$ cat src/rtl/matrix_pkg.sv
// Shared default geometry for the systolic output deskew path.
// The skew-side delay blocks and the deskew top use the same defaults,
// so lane count, lane width and FIFO depth all come from this package.
package matrix_pkg;

  localparam int N_DEFAULT     = 4;   // systolic output lanes
  localparam int W_DEFAULT     = 16;  // bits per lane
  localparam int DEPTH_DEFAULT = 4;   // aligned rows buffered at the output

endpackage : matrix_pkg

$ cat src/rtl/deskew_fifo.sv
// First-word fall-through row FIFO for the deskew block.
// The head entry is visible combinationally while the FIFO is non-empty,
// and the output reads as zero when the FIFO is empty. A write made while
// the FIFO is empty becomes visible only from the next cycle. Reading and
// writing in the same cycle is allowed at every occupancy, including full.
module deskew_fifo
  import matrix_pkg::*;
#(
  parameter int WIDTH = N_DEFAULT * W_DEFAULT,
  parameter int DEPTH = DEPTH_DEFAULT
) (
  input  logic             clk,
  input  logic             reset,
  input  logic             wr_en,
  input  logic [WIDTH-1:0] wr_data,
  input  logic             rd_en,
  output logic [WIDTH-1:0] rd_data,
  output logic             not_empty,
  output logic             full
);

  localparam int AW = (DEPTH > 1) ? $clog2(DEPTH) : 1;

  logic [WIDTH-1:0] mem [DEPTH];
  logic [AW-1:0]    wr_ptr_reg;
  logic [AW-1:0]    rd_ptr_reg;
  logic [AW:0]      count_reg;
  logic             do_wr;
  logic             do_rd;

  assign full      = (count_reg == (AW+1)'(DEPTH));
  assign not_empty = (count_reg != '0);
  assign do_rd     = rd_en & not_empty;
  // A pop in the same cycle frees the slot that a full FIFO needs.
  assign do_wr     = wr_en & (~full | do_rd);
  assign rd_data   = not_empty ? mem[rd_ptr_reg] : '0;

  // Row storage: written at the tail, never reset.
  always_ff @(posedge clk) begin
    if (do_wr) begin
      mem[wr_ptr_reg] <= wr_data;
    end
  end

  // Pointers and occupancy. The pointers wrap naturally because DEPTH is a power of two.
  always_ff @(posedge clk) begin
    if (reset) begin
      wr_ptr_reg <= '0;
      rd_ptr_reg <= '0;
      count_reg  <= '0;
    end else begin
      if (do_wr) wr_ptr_reg <= wr_ptr_reg + 1'b1;
      if (do_rd) rd_ptr_reg <= rd_ptr_reg + 1'b1;
      case ({do_wr, do_rd})
        2'b10:   count_reg <= count_reg + 1'b1;
        2'b01:   count_reg <= count_reg - 1'b1;
        default: count_reg <= count_reg;
      endcase
    end
  end

endmodule : deskew_fifo

$ cat src/rtl/matrix_deskew.sv
// Realigns the skewed output rows of a systolic array. The lane i element
// of a row arrives i cycles after lane 0. Lane i is delayed by N-i
// registers, so every lane of a row reaches the alignment point in the
// same cycle. Complete rows are pushed into a small FWFT FIFO. Partial rows
// and rows dropped because the FIFO is full set sticky error flags.
module matrix_deskew
  import matrix_pkg::*;
#(
  parameter int N     = N_DEFAULT,
  parameter int W     = W_DEFAULT,
  parameter int DEPTH = DEPTH_DEFAULT
) (
  input  logic           clk,
  input  logic           reset,
  input  logic [N-1:0]   in_valid,
  input  logic [N*W-1:0] in_data,
  output logic           out_valid,
  input  logic           out_ready,
  output logic [N*W-1:0] out_data,
  output logic           overflow,
  output logic           align_err,
  output logic [15:0]    rows_out
);

  logic [N-1:0]   dly_valid;
  logic [N*W-1:0] dly_data;
  logic           row_valid;
  logic           row_partial;
  logic           fifo_full;
  logic           rd;
  logic           wr;
  logic           drop;
  logic           overflow_reg;
  logic           align_err_reg;
  logic [15:0]    rows_out_reg;

  genvar gi;
  generate
    for (gi = 0; gi < N; gi++) begin : g_lane
      localparam int STAGES = N - gi;
      logic [STAGES-1:0] v_reg;
      logic [W-1:0]      d_reg [STAGES];

      // Valid chain for this lane. Reset flushes any row that is in flight.
      always_ff @(posedge clk) begin
        if (reset) begin
          v_reg <= '0;
        end else begin
          v_reg[0] <= in_valid[gi];
          for (int k = 1; k < STAGES; k++) v_reg[k] <= v_reg[k-1];
        end
      end

      // Data chain, which moves in lockstep with the valid chain. It is not reset.
      always_ff @(posedge clk) begin
        d_reg[0] <= in_data[gi*W +: W];
        for (int k = 1; k < STAGES; k++) d_reg[k] <= d_reg[k-1];
      end

      assign dly_valid[gi]        = v_reg[STAGES-1];
      assign dly_data[gi*W +: W]  = d_reg[STAGES-1];
    end
  endgenerate

  assign row_valid   = &dly_valid;
  assign row_partial = (|dly_valid) & ~row_valid;
  assign rd          = out_valid & out_ready;
  assign wr          = row_valid & (~fifo_full | rd);
  assign drop        = row_valid & fifo_full & ~rd;

  deskew_fifo #(
    .WIDTH (N*W),
    .DEPTH (DEPTH)
  ) u_fifo (
    .clk       (clk),
    .reset     (reset),
    .wr_en     (wr),
    .wr_data   (dly_data),
    .rd_en     (rd),
    .rd_data   (out_data),
    .not_empty (out_valid),
    .full      (fifo_full)
  );

  // Sticky error flags and the handoff counter. Only reset clears them.
  always_ff @(posedge clk) begin
    if (reset) begin
      overflow_reg  <= 1'b0;
      align_err_reg <= 1'b0;
      rows_out_reg  <= '0;
    end else begin
      if (drop)        overflow_reg  <= 1'b1;
      if (row_partial) align_err_reg <= 1'b1;
      if (rd)          rows_out_reg  <= rows_out_reg + 1'b1;
    end
  end

  assign overflow  = overflow_reg;
  assign align_err = align_err_reg;
  assign rows_out  = rows_out_reg;

endmodule : matrix_deskew
$ cat config.mk
export PLATFORM = sky130hd
export DESIGN_NAME = matrix_deskew
export DESIGN_NICKNAME = d
export VERILOG_FILES = /design/src/rtl/matrix_pkg.sv /design/src/rtl/deskew_fifo.sv /design/src/rtl/matrix_deskew.sv
export SDC_FILE = /design/constraint.sdc
export NUM_CORES = 1
export LEC_CHECK = 0
export CORE_MARGIN = 4
export CORE_UTILIZATION = 40
export CTS_CLUSTER_DIAMETER = 40
export DETAILED_ROUTE_END_ITERATION = 10
export HOLD_SLACK_MARGIN = 0.08
export PLACE_DENSITY_LB_ADDON = 0.08
export SLEW_MARGIN = 10
export SYNTH_ARGS = -nofsm -noshare
export SYNTH_HDL_FRONTEND = slang
export SYNTH_SLANG_ARGS = --single-unit
$ cat constraint.sdc
create_clock -name clk -period 6 [get_ports clk]
set_input_delay 0.9 -clock clk [delete_from_list [all_inputs] [get_ports clk]]
set_output_delay 0.9 -clock clk [all_outputs]
set_load 0.01 [all_outputs]
==> flow_summary_export.csv, run 1 <==
group,metric,value,unit
status,status,"finished, final reports clean",
global_routing,grt_pass1_wl,41100,um
critical_path,cp-start-kind,"flop",
global_routing,grt_max_degree,65,
logic_synthesis,synth-compound-area-share,0.873,%
clocking,clk_pin_slew_worst_paths,0.06,ns
finish,syn_to_final_growth,28.1,%
floorplan,rows,69,
routing,via_count,6682,
hold_path,min_to,"g_lane[2].d_reg[0][25]",
placed_design,place_congestion,0.729,
placed_design,dpl.hpwl,14300,um
timing,tightest_slew,1.07,ns
logic_synthesis,syn_nets,805,
timing,fin_tns_setup,0,ns
logic_synthesis,yosysSeqAreaShare,81.2,%
clocking,htreeDepth,2,
clocking,clk_path_buf_depth,3,
routing,drcViolationCount,0,
floorplan,dieArea,0.0389,mm2
clocking,cts_buffers,58,
logic_synthesis,yosysWarnings,0,
routing,wirelength,26300,um
clocking,cts_tree,"built",
routing,dr_wl_met3,1340,um
pwr,leakage,6.26,nW
pwr,power_density,374,mW/mm2
critical_path,crit_buf_inv,2,
critical_path,crit_path_max_incr_delay,1.03,ns
routing,wl_met1,11200,um
logic_synthesis,synth_edf_count,256,
timing,setup_viol,0,
global_routing,grt_pass1_vias,7404,
critical_path,crit_required,5.10,ns
critical_path,ff2ff_setup_slack,3.45,ns
routing,ant_nets,0,
critical_path,reg2reg_from,"u_fifo.count_reg[0]",
logic_synthesis,ys_seq_elements,453,
clocking,cts-resized-gates,0,
timing,rsz0062_at_grt,"no",
routing,drt_iter0_drc,261,
floorplan,coreArea,0.0355,mm2
critical_path,crit_family,"flip-flops",
logic_synthesis,synthXorXnorAreaFrac,0.917,%
logic_synthesis,synth-simple-area-share,5.31,%
clocking,cts_root_buf,"clkbuf_16",
routing,wire_per_inst,18.4,um
critical_path,crit_type,"flop to output port",
timing,min_period_over_period,70.2,%
logic_synthesis,syn_area,0.0143,mm2
placed_design,port_buffers,153,
routing,wl_met2,13100,um
pwr,p_total,6.86,mW
clocking,clk_latency,0.59,ns
pwr,peakVddDrop,288,uV
logic_synthesis,synth_top_family_by_area,"multiplexers",
critical_path,arrival,3.31,ns
finish,layout.nets,995,
floorplan,io_pins,154,
timing,fin_crit,4.21,ns
critical_path,reg2reg_depth,9,
critical_path,crit_path_end_kind,"output port",
logic_synthesis,synth.distinct_cells,33,
global_routing,grtUsageTotal,13.7,%
clocking,postCtsSetupBuffers,0,
timing,final_hold_viol_count,0,
finish,drive_gt1_share,18.6,%
logic_synthesis,synth-adder-area-share,0.663,%
timing,max_freq,237,MHz
finish,n_fill_cell,2867,
routing,dr.pass1.iters,6,
critical_path,crit_chain,"buf_4, mux4_2, and2_1, clkdlybuf4s50_1",
routing,highest_layer,"met4",
logic_synthesis,synthFlopType,"edfxtp_1",
timing,slew_viol_final,0,
run,maxCapViolations,0,
critical_path,r2r_end,"u_fifo.count_reg[2]",
hold_path,min_from,"g_lane[2].d_reg[0][9]",
hold_path,min_path_type,"flop to flop",
timing,finClkSkew,0.0205,ns
routing,vias_per_cell,4.68,
logic_synthesis,synth.area.mux_share,10.1,%
logic_synthesis,syn_area_per_cell,19.7,um2
global_routing,grt_overflow,0,
clocking,cts_num_sinks,453,
hold_path,whs_path_depth,0,
floorplan,die_x,197,um
critical_path,cp_max_fo,47,
logic_synthesis,synthCells,727,
timing,slew_headroom,28.4,%
floorplan,start_util,40.4,%
global_routing,antenna_found_initial,1,
finish,largest_register_ffs,256,
logic_synthesis,synthArstFlopShare,0,%
clocking,hold_buffers,0,
critical_path,slowest_stage,"dfxtp_4",
floorplan,dieHeight,197,um
==> placed cells by master, fill, tap and decap left out, drive strengths merged, types with 2 or more instances in the layout <==
cell | Yosys | routed
nand4 | 7 | 7
or4 | 2 | 2
dfxtp | 197 | 197
nand2 | 6 | 6
edfxtp | 256 | 256
mux4 | 64 | 64
and2 | 68 | 68
nand3 | 4 | 4
bufinv | 0 | 4
nor2 | 19 | 19
buf | 9 | 3
nor3 | 2 | 2
clkinv | 1 | 21
o21ai | 6 | 6
clkdlybuf4s50 | 0 | 152
ha | 6 | 6
inv | 11 | 25
xnor2 | 8 | 8
a21oi | 11 | 11
clkbuf | 16 | 71
or3 | 5 | 5
nor2b | 11 | 11
xor2 | 7 | 7
nor4 | 3 | 3
==> synthesized netlist by cell type (all sizes together), types with 2 or more instances <==
cell type | number | area share (%)
edfxtp | 256 | 54
dfxtp | 197 | 28
and2 | 68 | 3.0
mux4 | 64 | 10
nor2 | 19 | 0.50
clkbuf | 16 | 0.42
a21oi | 11 | 0.38
inv | 11 | 0.29
nor2b | 11 | 0.48
buf | 9 | 0.30
xnor2 | 8 | 0.49
nand4 | 7 | 0.35
xor2 | 7 | 0.43
ha | 6 | 0.52
nand2 | 6 | 0.16
o21ai | 6 | 0.21
or3 | 5 | 0.22
nand3 | 4 | 0.14
nor4 | 3 | 0.13
nor3 | 2 | 0.070
or4 | 2 | 0.13
==> metal layers <==
metal	track usage, %	up-vias
met5	0	-
met4	5.55	0
met3	3.46	42
met2	22.5	152
met1	17.6	3359
li1	-	3129
==> cells by family (layout without fill, tap and decap cells) <==
family | count (synthesis) | in the layout
AOI/OAI and AO/OA | 21 | 21
xor gates and xnor gates | 15 | 15
adders and majority gates | 7 | 7
buffers and inverters | 37 | 277
DFF | 453 | 453
muxes | 64 | 64
other | 0 | 1
and+or+nand+nor | 130 | 130
==> worst max-delay path by stage <==
stage	to	slack (ns)	start	cells after the start
2_1_floorplan	u_fifo.mem[0][0]	2.79	out_ready	3
3_3_place_gp	out_data[47]	2.26	flop	4
3_5_place_dp	out_data[47]	2.23	flop	4
4_1_cts	out_data[47]	1.58	flop	4
5_1_grt	out_data[32]	1.46	flop	4
6_report	out_data[47]	1.79	flop	4
==> layout make-up <==
class                           instances  area [um2]  area share [%]
Multi-Input combinational cell        237        2560            14.0
Clock inverter                         39         404            2.20
Tap cell                              461         577            3.14
Inverter                               12        45.0           0.245
Antenna cell                            1        2.50          0.0136
Sequential cell                       453       11600            63.4
Timing Repair Buffer                  155        1540            8.39
Clock buffer                           71        1590            8.67
==> where the power goes <==
group          leakage (nW)  internal [mW]  switching, mW
combinational          1.32         0.0423         0.0129
clock                 0.989           2.10           1.34
sequential             3.95           3.34         0.0305
==> stage by stage <==
stage          cell area (um2)  setup WS (ns)  util (%)  hold slack (ns)  std cells
6_report                 18400           1.79      51.8            0.313       1429
3_5_place_dp             16400           2.23      46.1            0.312       1318
4_1_cts                  18400           1.58      51.8            0.307       1428
5_1_grt                  18400           1.46      51.8            0.326       1428
2_1_floorplan            14300           2.79         -            0.310        727
3_3_place_gp             16400           2.26      46.1            0.310       1318
(Power assumes the default switching activity.)
==> inputs of run 2 (changes only) <==
Clock period 6 ns to 3.6 ns, I/O delays scaled along.
==> flow_summary_export.csv, run 2 (synthesis gave the netlist of run 1 again) <==
group,metric,value,unit
critical_path,ff2ff_setup_slack,1.01,ns
hold_path,whs_path_depth,0,
timing,min_period_over_period,88.9,%
clocking,clk_path_buf_depth,3,
pwr,peakVddDrop,464,uV
finish,antenna-diode-count,0,
global_routing,grt_pass1_vias,7414,
critical_path,crit_family,"buffers and inverters",
timing,setup_viol,0,
routing,wirelength,26700,um
clocking,cts_buffers,55,
critical_path,cp_max_fo,25,
clocking,clk_pin_slew_worst_paths,0.06,ns
critical_path,crit_required,3.06,ns
clocking,cts_num_sinks,453,
routing,drt_iter0_drc,286,
critical_path,crit_path_end_kind,"output port",
finish,final_common_cell,"edfxtp_1",
status,status,"finished, final reports clean",
clocking,cts_root_buf,"clkbuf_16",
global_routing,grtUsageTotal,14.1,%
floorplan,dieHeight,197,um
pwr,clkPwrFrac,49.5,%
finish,layout.nets,1003,
critical_path,reg2reg_depth,9,
timing,tightest_slew,0.975,ns
pwr,p_comb_share,0.8,%
floorplan,start_util,40.4,%
critical_path,crit_buf_inv,2,
placed_design,dpl.hpwl,15600,um
routing,dr.pass1.iters,4,
routing,via_count,6763,
clocking,clk_latency,0.59,ns
clocking,htreeDepth,2,
floorplan,rows,69,
timing,fin_tns_setup,0,ns
global_routing,grt_pass1_wl,42100,um
floorplan,coreArea,0.0355,mm2
finish,layout_common_cells,"256 x edfxtp_1, 195 x dfxtp_1, 153 x clkdlybuf4s50_1",
pwr,p_sw,2.24,mW
clocking,hold_buffers,0,
floorplan,die_x,197,um
critical_path,reg2reg_from,"u_fifo.count_reg[0]",
critical_path,slowest_stage,"dfxtp_4",
timing,rsz0062_at_grt,"no",
global_routing,grt_overflow,0,
routing,vias_per_cell,4.72,
pwr,power_density,612,mW/mm2
placed_design,place_congestion,0.751,
hold_path,min_to,"g_lane[0].d_reg[2][1]",
critical_path,arrival,2.66,ns
run,maxCapViolations,0,
pwr,intPower,9.06,mW
pwr,leakage,6.29,nW
critical_path,r2r_end,"u_fifo.count_reg[2]",
timing,max_freq,313,MHz
critical_path,cp-start-kind,"flop",
finish,drive_gt1_share,19.2,%
global_routing,antenna_found_initial,0,
routing,drcViolationCount,0,
global_routing,grt_max_degree,53,
clocking,cts-resized-gates,0,
hold_path,min_from,"g_lane[0].d_reg[1][1]",
critical_path,crit_path_max_incr_delay,0.54,ns
timing,finClkSkew,0.0214,ns
critical_path,crit_chain,"buf_12, mux4_2, and2_1, clkdlybuf4s50_1",
clocking,postCtsSetupBuffers,0,
hold_path,min_path_type,"flop to flop",
floorplan,dieArea,0.0389,mm2
clocking,cts_tree,"built",
floorplan,io_pins,154,
placed_design,port_buffers,153,
timing,slew_headroom,34.8,%
timing,final_hold_viol_count,0,
finish,largest_register_ffs,256,
routing,ant_nets,0,
timing,slew_viol_final,0,
finish,syn_to_final_growth,28.9,%
pwr,seq_power_share,49.6,%
critical_path,crit_type,"flop to output port",
routing,wire_per_inst,18.6,um
finish,final_core_util,52.1,%
timing,fin_crit,3.20,ns
pwr,switching_share,19.8,%
run 2: cell count changes in the layout (fill, tap and decap cells not counted), moves of 2 or more:
cell and delta:
clkinv_2 -2, clkinvlp_4 +4, buf_12 +7, clkbuf_1 -2, clkinv_8 -2, clkbuf_16 -2
inv_8 -2, buf_4 +4
run 2: worst max-delay path by stage:
stage	depth (start not counted)	to	slack, ns	startpoint
after CTS	4	out_data[44]	0.07	u_fifo.count_reg[0]
after global routing	4	out_data[19]	0.21	flop
final	4	out_data[19]	0.40	flop
after detailed placement	10	u_fifo.count_reg[2]	0.38	out_ready
after global placement	10	u_fifo.count_reg[2]	0.55	out_ready
after floorplan	3	u_fifo.mem[1][0]	0.75	out_ready
run 2: layout make-up:
class                   instances  area (um2)
clock buffers                  66        1520
clock inverters                38         404
fillers                      2808       17000
inverters                      12        45.0
multi-input cells             237        2570
flip-flops and latches        453       11600
well taps                     461         577
repair buffers                166        1720
run 2: power by group through the flow:
stage	Clock (mW)	Combinational (mW)	Sequential [mW]
CTS	5.76	0.0964	5.61
floorplan	0	0.0103	5.70
global placement	0	0.0947	5.71
finish	5.60	0.0945	5.61
global route	6.01	0.101	5.62
detailed placement	0	0.0956	5.72
run 2: layer usage:
layer	vias up	wire length, um	GRT usage [%]	part of all wire [%]
met2	140	13400	23.4	50
met5	-	0	0	0
met1	3424	11300	18.0	43
met3	50	1140	3.26	4.3
met4	0	753	5.78	2.8
li1	3149	-	-	-
run 2: worst register-to-register path, delay by kind of cell (launching register included):
kind	cells	cell delay [ns]
AO/OA/AOI/OAI	1	0.14
XOR/XNOR	1	0.16
adder cells (fa/ha/maj)	2	0.56
buffers and inverters	2	0.17
flip-flops	1	0.37
AND/OR/NAND/NOR	3	1.09
run 2: stage by stage:
| step | cells | power [mW] | instance area (um2) | setup WS [ns] | hold WS, ns |
|---|---|---|---|---|---|
| after floorplan | 727 | 5.71 | 14300 | 0.752 | 0.310 |
| after global placement | 1329 | 5.81 | 16500 | 0.554 | 0.310 |
| after detailed placement | 1329 | 5.81 | 16500 | 0.379 | 0.312 |
| after CTS | 1433 | 11.5 | 18500 | 0.0739 | 0.323 |
| after global routing | 1433 | 11.7 | 18500 | 0.212 | 0.327 |
| final | 1433 | 11.3 | 18500 | 0.401 | 0.317 |
